## src/rtl/fifo_replay_ctrl_if.sv

```systemverilog
// Stream and FIFO control bundle between the ifmap loader, the layer-1 FIFO and the PE array feed.
// master = replay controller, slave = its surroundings (loader, FIFO, PE feed).
interface fifo_replay_ctrl_if #(
  parameter int DATA_WIDTH = 16
);
  logic                  in_valid;
  logic [DATA_WIDTH-1:0] in_data;
  logic                  in_ready;
  logic                  hold;
  logic                  out_valid;
  logic [DATA_WIDTH-1:0] out_data;
  logic                  out_last;
  logic                  fifo_wr_clr;
  logic                  fifo_wr_en;
  logic                  fifo_wr_inc;
  logic [DATA_WIDTH-1:0] fifo_data_in;
  logic                  fifo_rd_clr;
  logic                  fifo_rd_en;
  logic                  fifo_rd_inc;
  logic [DATA_WIDTH-1:0] fifo_data_out;

  modport master (
    input  in_valid, in_data, hold, fifo_data_out,
    output in_ready, out_valid, out_data, out_last,
           fifo_wr_clr, fifo_wr_en, fifo_wr_inc, fifo_data_in,
           fifo_rd_clr, fifo_rd_en, fifo_rd_inc
  );

  modport slave (
    output in_valid, in_data, hold, fifo_data_out,
    input  in_ready, out_valid, out_data, out_last,
           fifo_wr_clr, fifo_wr_en, fifo_wr_inc, fifo_data_in,
           fifo_rd_clr, fifo_rd_en, fifo_rd_inc
  );
endinterface

```

## src/rtl/fifo_replay_ctrl.sv

```systemverilog
// Clears the layer-1 FIFO, loads one tile from the input stream, then replays it cfg_reps times.
// Writes land in the handshake cycle; replay data trails the read by 1 cycle; hold stalls read issue.
module fifo_replay_ctrl #(
  parameter int DATA_WIDTH = 16,
  parameter int FIFO_SIZE  = 4608,
  parameter int LEN_W      = $clog2(FIFO_SIZE + 1)
) (
  input  logic             clk,
  input  logic             rst_n,
  input  logic             start,
  input  logic [LEN_W-1:0] cfg_len,
  input  logic [7:0]       cfg_reps,
  output logic             busy,
  output logic             done,
  fifo_replay_ctrl_if.master bus
);

  typedef enum logic [2:0] {
    S_IDLE, S_CLEAR, S_LOAD, S_REPLAY, S_REWIND, S_FLUSH, S_DONE
  } state_t;

  localparam logic [LEN_W-1:0] LEN_MAX = LEN_W'(FIFO_SIZE);
  localparam logic [LEN_W-1:0] LEN_ONE = LEN_W'(1);

  state_t           state_q, state_d;
  logic [LEN_W-1:0] len_q, len_d;
  logic [7:0]       reps_q, reps_d;
  logic [LEN_W-1:0] wr_cnt_q, wr_cnt_d;
  logic [LEN_W-1:0] rd_cnt_q, rd_cnt_d;
  logic [7:0]       rep_cnt_q, rep_cnt_d;
  logic             out_vld_q, out_last_q;

  logic [LEN_W-1:0] len_clamp;
  logic             in_rdy, wr_fire, rd_fire, rd_last, wr_clr, rd_clr, done_c;

  always_comb begin
    state_d   = state_q;
    len_d     = len_q;
    reps_d    = reps_q;
    wr_cnt_d  = wr_cnt_q;
    rd_cnt_d  = rd_cnt_q;
    rep_cnt_d = rep_cnt_q;
    in_rdy    = 1'b0;
    wr_fire   = 1'b0;
    rd_fire   = 1'b0;
    rd_last   = 1'b0;
    wr_clr    = 1'b0;
    rd_clr    = 1'b0;
    done_c    = 1'b0;
    len_clamp = (cfg_len > LEN_MAX) ? LEN_MAX : cfg_len;

    case (state_q)
      S_IDLE: begin
        if (start) begin
          len_d     = len_clamp;
          reps_d    = cfg_reps;
          wr_cnt_d  = '0;
          rd_cnt_d  = '0;
          rep_cnt_d = '0;
          // Empty jobs complete without touching the FIFO.
          state_d   = (len_clamp == '0 || cfg_reps == 8'd0) ? S_DONE : S_CLEAR;
        end
      end
      S_CLEAR: begin
        wr_clr  = 1'b1;
        rd_clr  = 1'b1;
        state_d = S_LOAD;
      end
      S_LOAD: begin
        in_rdy  = (wr_cnt_q < len_q);
        wr_fire = in_rdy & bus.in_valid;
        if (wr_fire) begin
          wr_cnt_d = wr_cnt_q + LEN_ONE;
          if (wr_cnt_q == len_q - LEN_ONE) state_d = S_REPLAY;
        end
      end
      S_REPLAY: begin
        rd_fire = !bus.hold && (rd_cnt_q < len_q);
        if (rd_fire) begin
          rd_cnt_d = rd_cnt_q + LEN_ONE;
          if (rd_cnt_q == len_q - LEN_ONE) begin
            rd_last = 1'b1;
            state_d = (rep_cnt_q < reps_q - 8'd1) ? S_REWIND : S_FLUSH;
          end
        end
      end
      S_REWIND: begin
        rd_clr    = 1'b1;
        rd_cnt_d  = '0;
        rep_cnt_d = rep_cnt_q + 8'd1;
        state_d   = S_REPLAY;
      end
      S_FLUSH: state_d = S_DONE;
      S_DONE: begin
        done_c  = 1'b1;
        state_d = S_IDLE;
      end
      default: state_d = S_IDLE;
    endcase
  end

  always_ff @(posedge clk) begin
    if (!rst_n) begin
      state_q    <= S_IDLE;
      len_q      <= '0;
      reps_q     <= '0;
      wr_cnt_q   <= '0;
      rd_cnt_q   <= '0;
      rep_cnt_q  <= '0;
      out_vld_q  <= 1'b0;
      out_last_q <= 1'b0;
    end else begin
      state_q    <= state_d;
      len_q      <= len_d;
      reps_q     <= reps_d;
      wr_cnt_q   <= wr_cnt_d;
      rd_cnt_q   <= rd_cnt_d;
      rep_cnt_q  <= rep_cnt_d;
      out_vld_q  <= rd_fire;
      out_last_q <= rd_last;
    end
  end

  // Gated by rst_n so every output already reads zero before the first reset edge.
  assign busy             = rst_n && (state_q != S_IDLE);
  assign done             = rst_n && done_c;
  assign bus.in_ready     = rst_n && in_rdy;
  assign bus.fifo_wr_clr  = rst_n && wr_clr;
  assign bus.fifo_wr_en   = rst_n && wr_fire;
  assign bus.fifo_wr_inc  = rst_n && wr_fire;
  assign bus.fifo_data_in = rst_n ? bus.in_data : '0;
  assign bus.fifo_rd_clr  = rst_n && rd_clr;
  assign bus.fifo_rd_en   = rst_n && rd_fire;
  assign bus.fifo_rd_inc  = rst_n && rd_fire;
  assign bus.out_valid    = rst_n && out_vld_q;
  assign bus.out_last     = rst_n && out_last_q;
  assign bus.out_data     = rst_n ? bus.fifo_data_out : '0;

endmodule

```

## src/flat_wrapper.sv

```systemverilog
// flat-port wrapper written by rule: the top's interface ports become plain ports
module fifo_replay_ctrl_flat 
#(
  parameter int DATA_WIDTH = 16,
  parameter int FIFO_SIZE  = 4608,
  parameter int LEN_W      = $clog2(FIFO_SIZE + 1)
)
  (clk, rst_n, start, cfg_len, cfg_reps, busy, done, bus_in_valid, bus_in_data, bus_hold, bus_fifo_data_out, bus_in_ready, bus_out_valid, bus_out_data, bus_out_last, bus_fifo_wr_clr, bus_fifo_wr_en, bus_fifo_wr_inc, bus_fifo_data_in, bus_fifo_rd_clr, bus_fifo_rd_en, bus_fifo_rd_inc);
  fifo_replay_ctrl_if #(.DATA_WIDTH(DATA_WIDTH)) bus_i ();
  input  logic clk;
  input  logic rst_n;
  input  logic start;
  input  logic [LEN_W-1:0] cfg_len;
  input  logic [7:0] cfg_reps;
  output logic busy;
  output logic done;
  input wire logic [$bits(bus_i.in_valid)-1:0] bus_in_valid;
  input wire logic [$bits(bus_i.in_data)-1:0] bus_in_data;
  input wire logic [$bits(bus_i.hold)-1:0] bus_hold;
  input wire logic [$bits(bus_i.fifo_data_out)-1:0] bus_fifo_data_out;
  output wire logic [$bits(bus_i.in_ready)-1:0] bus_in_ready;
  output wire logic [$bits(bus_i.out_valid)-1:0] bus_out_valid;
  output wire logic [$bits(bus_i.out_data)-1:0] bus_out_data;
  output wire logic [$bits(bus_i.out_last)-1:0] bus_out_last;
  output wire logic [$bits(bus_i.fifo_wr_clr)-1:0] bus_fifo_wr_clr;
  output wire logic [$bits(bus_i.fifo_wr_en)-1:0] bus_fifo_wr_en;
  output wire logic [$bits(bus_i.fifo_wr_inc)-1:0] bus_fifo_wr_inc;
  output wire logic [$bits(bus_i.fifo_data_in)-1:0] bus_fifo_data_in;
  output wire logic [$bits(bus_i.fifo_rd_clr)-1:0] bus_fifo_rd_clr;
  output wire logic [$bits(bus_i.fifo_rd_en)-1:0] bus_fifo_rd_en;
  output wire logic [$bits(bus_i.fifo_rd_inc)-1:0] bus_fifo_rd_inc;
  assign bus_i.in_valid = bus_in_valid;
  assign bus_i.in_data = bus_in_data;
  assign bus_i.hold = bus_hold;
  assign bus_i.fifo_data_out = bus_fifo_data_out;
  assign bus_in_ready = bus_i.in_ready;
  assign bus_out_valid = bus_i.out_valid;
  assign bus_out_data = bus_i.out_data;
  assign bus_out_last = bus_i.out_last;
  assign bus_fifo_wr_clr = bus_i.fifo_wr_clr;
  assign bus_fifo_wr_en = bus_i.fifo_wr_en;
  assign bus_fifo_wr_inc = bus_i.fifo_wr_inc;
  assign bus_fifo_data_in = bus_i.fifo_data_in;
  assign bus_fifo_rd_clr = bus_i.fifo_rd_clr;
  assign bus_fifo_rd_en = bus_i.fifo_rd_en;
  assign bus_fifo_rd_inc = bus_i.fifo_rd_inc;
  fifo_replay_ctrl #(.DATA_WIDTH(DATA_WIDTH), .FIFO_SIZE(FIFO_SIZE), .LEN_W(LEN_W)) u_core (.clk(clk), .rst_n(rst_n), .start(start), .cfg_len(cfg_len), .cfg_reps(cfg_reps), .busy(busy), .done(done), .bus(bus_i));
endmodule
```

## config.mk

```make
export PLATFORM = sky130hd
export DESIGN_NAME = fifo_replay_ctrl_flat
export DESIGN_NICKNAME = d
export VERILOG_FILES = /design/src/rtl/fifo_replay_ctrl_if.sv /design/src/rtl/fifo_replay_ctrl.sv /design/src/flat_wrapper.sv
export SDC_FILE = /design/constraint.sdc
export NUM_CORES = 1
export LEC_CHECK = 0
export ABC_AREA = 1
export CAP_MARGIN = 20
export CORE_ASPECT_RATIO = 0.9
export CORE_MARGIN = 5
export CORE_UTILIZATION = 25
export CTS_BUF_LIST = sky130_fd_sc_hd__clkbuf_16
export DETAILED_ROUTE_END_ITERATION = 12
export DONT_BUFFER_PORTS = 1
export SYNTH_ARGS = -nofsm -noshare
export SYNTH_HDL_FRONTEND = slang
export SYNTH_SLANG_ARGS = --single-unit
```

## constraint.sdc

```tcl
create_clock -name clk -period 5 [get_ports clk]
set_input_delay 0.25 -clock clk [delete_from_list [all_inputs] [get_ports clk]]
set_output_delay 0.25 -clock clk [all_outputs]
set_load 0.02 [all_outputs]
```

Word-level counts from Yosys, hierarchy flattened
Index checks and enable logic that the tools add are counted.

Flip-flop bits (word level): 60.

$add $sub $neg: 5. $lt $le $gt $ge: 4. Eq/ne operators: 13. Mux-type cells: 25. Bitwise logic cells: 1. Reductions and logical operators: 26.

Operator list (number): $mux W13 (4); $pmux W13 S3 (1); $mux W16 (2); $add A13 B1 Y13 const B (2); $eq A13 B13 Y1 (2); $lt A13 B13 Y1 (2); $pmux W13 S2 (1); $mux W3 (6); $pmux W3 S6 (1); $pmux W8 S2 (1); $gt A13 B13 Y1 const B (1); $logic_not A13 Y1 (1); $sub A13 B1 Y13 const B (1); $logic_and A1 B1 Y1 (10); $eq A3 B3 Y1 const B (3); $reduce_and A3 Y1 (3); $add A8 B1 Y8 const B (1); $logic_not A8 Y1 (1); $lt A8 B8 Y1 (1); $mux W1 (8); $mux W8 (1); $ne A2 B1 Y1 const B (4); $sub A8 B1 Y8 const B (1); $eq A3 B2 Y1 const B (2); other kinds (11) (14).

Depth between registers and ports, before layout
Depth in word-level cells: 7. Depth in mapped cells: 16. Depth with buffers taken out: 16.

Worst setup path after synthesis
OpenSTA, ideal clock, no wires.

Kind: register to output. Start point: register u_core.len_q[4]. End point: output bus_fifo_wr_inc. Data arrival time: 2.116 ns. Data required time: 4.750 ns. Setup slack: 2.634 ns. Stages on the path, launching flop included: 9. Path buffers: 1. Path through: dfxtp_1 > inv_1 > ha_1 > a21oi_1 > o221ai_1 > nand2_1 > nand3_1 > nor3_1 > buf_4.

Longest elaborated chain between the ends: 4.

Ends and longest elaborated chain: start, declared (RTL line fifo_replay_ctrl.sv:26) `logic [LEN_W-1:0] len_q, len_d;`; start signal, assigned (RTL line fifo_replay_ctrl.sv:114) `len_q <= len_d;`; $lt A13 B13 Y1 (RTL line fifo_replay_ctrl.sv:70) `in_rdy = (wr_cnt_q < len_q);`; $and A1 B1 Y1 (RTL line fifo_replay_ctrl.sv:71) `wr_fire = in_rdy & bus.in_valid;`; $mux W1 (RTL line fifo_replay_ctrl.sv:52) `case (state_q)`; $logic_and A1 B1 Y1; end, declared (RTL line flat_wrapper.sv:27) `output wire logic [$bits(bus_i.fifo_wr_inc)-1:0] bus_fifo_wr_inc;`.

Every way passes these cells.

Worst setup path in the final report
Start point: register u_core.len_q[4]. End point: register u_core.wr_cnt_q[8].

Longest elaborated chain between the ends: 4.

Ends and longest elaborated chain: $lt A13 B13 Y1 (RTL line fifo_replay_ctrl.sv:70); $and A1 B1 Y1 (RTL line fifo_replay_ctrl.sv:71); $ne A2 B1 Y1 (no line); $reduce_and A3 Y1 (no line); end signal, assigned (RTL line fifo_replay_ctrl.sv:116) `wr_cnt_q <= wr_cnt_d;`; end, declared (RTL line fifo_replay_ctrl.sv:28) `logic [LEN_W-1:0] wr_cnt_q, wr_cnt_d;`.

Every way passes these cells. A chain may end at the register's enable or synchronous reset.

==> results.md <==
* Die Footprint at 22200 sq um
* Iteration count of the initial detailed-routing pass at 5
* Reg clk slew, reported paths at 0.06 ns
* Sequential share of the synthesized area at 24.9%
* Post-CTS Resized at 0
* Setup ws final at 1.98 ns
* Crit-path leading delay family: compound AO/OA/AOI/OAI gates
* Slowest cell on the critical path: a21oi_1
* Synth top area share at 24.9%
* GP Congestion at 0.927
* Pleak at 2.39 nW
* Post-route ant nets at 0
* CTS Sinks at 60
* Die width at 156 um
* First-pass GRT wire length at 24000 um
* WS Path Type: flip-flop to flip-flop
* WHS Path Cells at 2
* Final setup viols at 0
* Vias at 4919
* Layout cell share with drive strength beyond 1 at 9.37%
* Status: finished, final reports clean
* I/O Buffers at 0
* CP Data Arrival Time at 3.30 ns
* Slew headroom at 37.0%
* H-tree depth at 3
* Sw Share at 47.2%
* Logic gate share of total power at 48.4%
* Crit path largest cell delay at 0.74 ns
* Max-Cap Viols at 0
* RSZ-0062 raised after global routing: no
* Int Power at 1.17 mW
* Synth cell types at 47
* Crit. End Element: flip-flop
* Initial Util at 25.2%
* Worst-path cell chain: inv_1 > ha_1 > a21oi_1 > o221ai_1 > nand2_1 > nand3_1 > a21oi_1 > nand2_1 > o21ai_0 > nand2_1 > nor2_1
* GRT Total Usage at 13.8%
* Post-synthesis instance area at 4820 sq um
* Number of synthesized register bits at 60
* Skew-Pair Late Insertion Delay at 0.34 ns
* FP Rows at 48
* Crit path depth at 11
* Routed wire per std cell at 15.1 um
* FILL cells at 2154
* Post-CTS Hold Buffers at 0
* Drt via density at 4.88
* DP Worst Slack at 2.06 ns
* Die Height at 142 um
* Final wirelength at 15300 um
* Worst Hold Class: primary input to flip-flop
* Max VDD drop at 0.161 mV
* Most common cell on crit path: nand2_1
* Asr flop ratio synth at 0%
* Longest Clk Path Bufs at 2
* Area Growth Syn to Fin at 11.1%
* Fin crit period at 3.02 ns
* Number of global-route vias before repair at 4556
* CTS tree: built
* Num CTS Buffers at 9
* Avg Inst Size Synth at 6.39 sq um
* Ports at 101
* FF-to-FF path depth at 11
* Worst slew pin tran at 0.942 ns
* Crit path launch type: flip-flop
* Dominant cell type by area after synthesis: dfxtp_1
* Starting DRT DRC Count at 475
* Crit-path max FO at 11
* Root buf cell: clkbuf_16
* Clock power frac at 26.0%
* Total core area at 19100 sq um
* # diodes at 0
* Synthesized instance count at 755
* # Post-CTS Setup Buffers at 0
* Synth warnings at 0
* Net switching power at 1.05 mW
* Final HPWL DP at 12300 um
* Clk_skew at 0.00942 ns
* Nets@finish at 849
* Top post-synthesis cells by area: dfxtp_1, nand2_1, ha_1, inv_1, nand3_1
* Final TNS setup at 0 ns
* Largest net degree at the start of global routing at 56
* Power Dens Cells at 414 nW/um^2
* Grt ovf at 0
* Final Max Slew Viols at 0
* Worst path bufs/invs at 1
* Drt drc at 0
* Post-synth EDFFs at 0
* Initial antenna violation count at 0
* Seq pwr share at 25.6%
* Final worst-path cycle share at 60.5%
* Syn nets at 851
* Top_reg_cell synth: dfxtp_1
* Fin. Hold Viols at 0
* Required @ worst endpoint at 5.27 ns
* Fmax at 331 MHz
-- power by group through the flow --
| stage | logic, mW | registers (mW) | clock network [mW] |
|---|---|---|---|
| after detailed placement | 1.07 | 0.578 | 0 |
| after global routing | 1.20 | 0.574 | 0.608 |
| after CTS | 1.07 | 0.568 | 0.586 |
| after floorplan | 0.833 | 0.568 | 0 |
| final | 1.07 | 0.568 | 0.576 |
| after global placement | 1.06 | 0.576 | 0 |
-- flip-flops by register name (all words and copies together) (netlist names) --
signal	cells
u_core.len_q	13
u_core.rd_cnt_q	13
u_core.wr_cnt_q	13
u_core.rep_cnt_q	8
u_core.reps_q	8
u_core.state_q	3
u_core.out_last_q	1
u_core.out_vld_q	1
-- placed cells by master (no fill, tap or decap), types with 3 or more instances in the layout --
cell type | Yosys | layout
nor3_2 | 2 | 3
nand2_2 | 16 | 16
nor4_1 | 7 | 7
o21ai_0 | 31 | 31
dfxtp_1 | 60 | 60
clkbuf_16 | 0 | 9
nand4_1 | 18 | 18
nand3_2 | 4 | 4
xor2_1 | 7 | 7
nand2_1 | 176 | 176
o22ai_1 | 5 | 5
nor2_4 | 3 | 3
nor2_1 | 55 | 55
ha_1 | 38 | 38
a211oi_1 | 4 | 4
nor2_2 | 13 | 13
a31oi_1 | 3 | 3
inv_2 | 6 | 6
nor3_1 | 22 | 21
o32ai_1 | 7 | 7
a21oi_1 | 40 | 40
nand3_1 | 74 | 74
inv_1 | 121 | 123
-- synth_stat cells (2+ instances only) --
| master | count |
|---|---|
| buf_2 | 2 |
| ha_1 | 38 |
| nand2_1 | 176 |
| nor3_1 | 22 |
| nor2_4 | 3 |
| buf_1 | 6 |
| nor3_2 | 2 |
| a221oi_1 | 2 |
| buf_4 | 3 |
| o21ai_1 | 2 |
| o221ai_1 | 2 |
| inv_2 | 6 |
| a21oi_1 | 40 |
| nand4_1 | 18 |
| clkbuf_1 | 5 |
| nor3b_1 | 2 |
| nor2_2 | 13 |
| nand3_2 | 4 |
| nor2_1 | 55 |
| o21ai_2 | 2 |
| nand2_4 | 2 |
| inv_1 | 121 |
| o32ai_1 | 7 |
| o22ai_1 | 5 |
| a211oi_1 | 4 |
| nand3_1 | 74 |
| xor2_1 | 7 |
| nand2_2 | 16 |
| nor4_1 | 7 |
| o21ai_0 | 31 |
| a31oi_1 | 3 |
| dfxtp_1 | 60 |
-- through the flow --
step,power [mW],utilization [%],hold WS [ns],cell area (sq um),std cells
after floorplan,1.40,-,0.388,4820,755
after global placement,1.63,26.6,0.397,5080,991
after detailed placement,1.65,26.6,0.404,5080,991
after CTS,2.23,28.0,0.0497,5350,1007
after global routing,2.38,28.0,0.0543,5360,1008
final,2.22,28.0,0.0583,5360,1008
-- cells by family after synthesis --
family          share of synthesized area, %
simple gates                            38.7
buf+inv                                 11.5
compound gates                          13.5
flops                                   24.9
fa+ha+maj                               9.86
xor+xnor                                1.45
-- routing by layer --
layer	routed length (um)	global-route usage, %	part of all wire (%)
met1	7310	18.8	48
met5	0	0	0
met3	1220	4.48	8.0
met4	371	4.57	2.4
met2	6350	20.5	42
-- final cells by class --
| class | count | area [sq um] | area share (%) |
|---|---|---|---|
| Multi-Input combinational cell | 551 | 3070 | 57.3 |
| Sequential cell | 60 | 1200 | 22.4 |
| Inverter | 128 | 480 | 8.97 |
| Tap cell | 250 | 313 | 5.84 |
| Clock buffer | 9 | 225 | 4.21 |
| Clock inverter | 7 | 45.0 | 0.841 |
| Timing Repair Buffer | 3 | 20.0 | 0.374 |
-- worst paths after layout --
path	slack [ns]	startpoint	endpoint
setup / recovery	1.98	u_core.len_q[4]$_SDFFE_PN0P_	u_core.wr_cnt_q[8]$_SDFFE_PN0P_
setup reg to reg	1.98	u_core.len_q[4]$_SDFFE_PN0P_	u_core.wr_cnt_q[8]$_SDFFE_PN0P_
hold reg to reg	0.50	u_core.rep_cnt_q[7]$_SDFFE_PN0P_	u_core.rep_cnt_q[7]$_SDFFE_PN0P_
hold / removal	0.06	cfg_reps[7]	u_core.reps_q[7]$_SDFFE_PN0P_
Note: power is estimated with default switching activity, not from simulation.
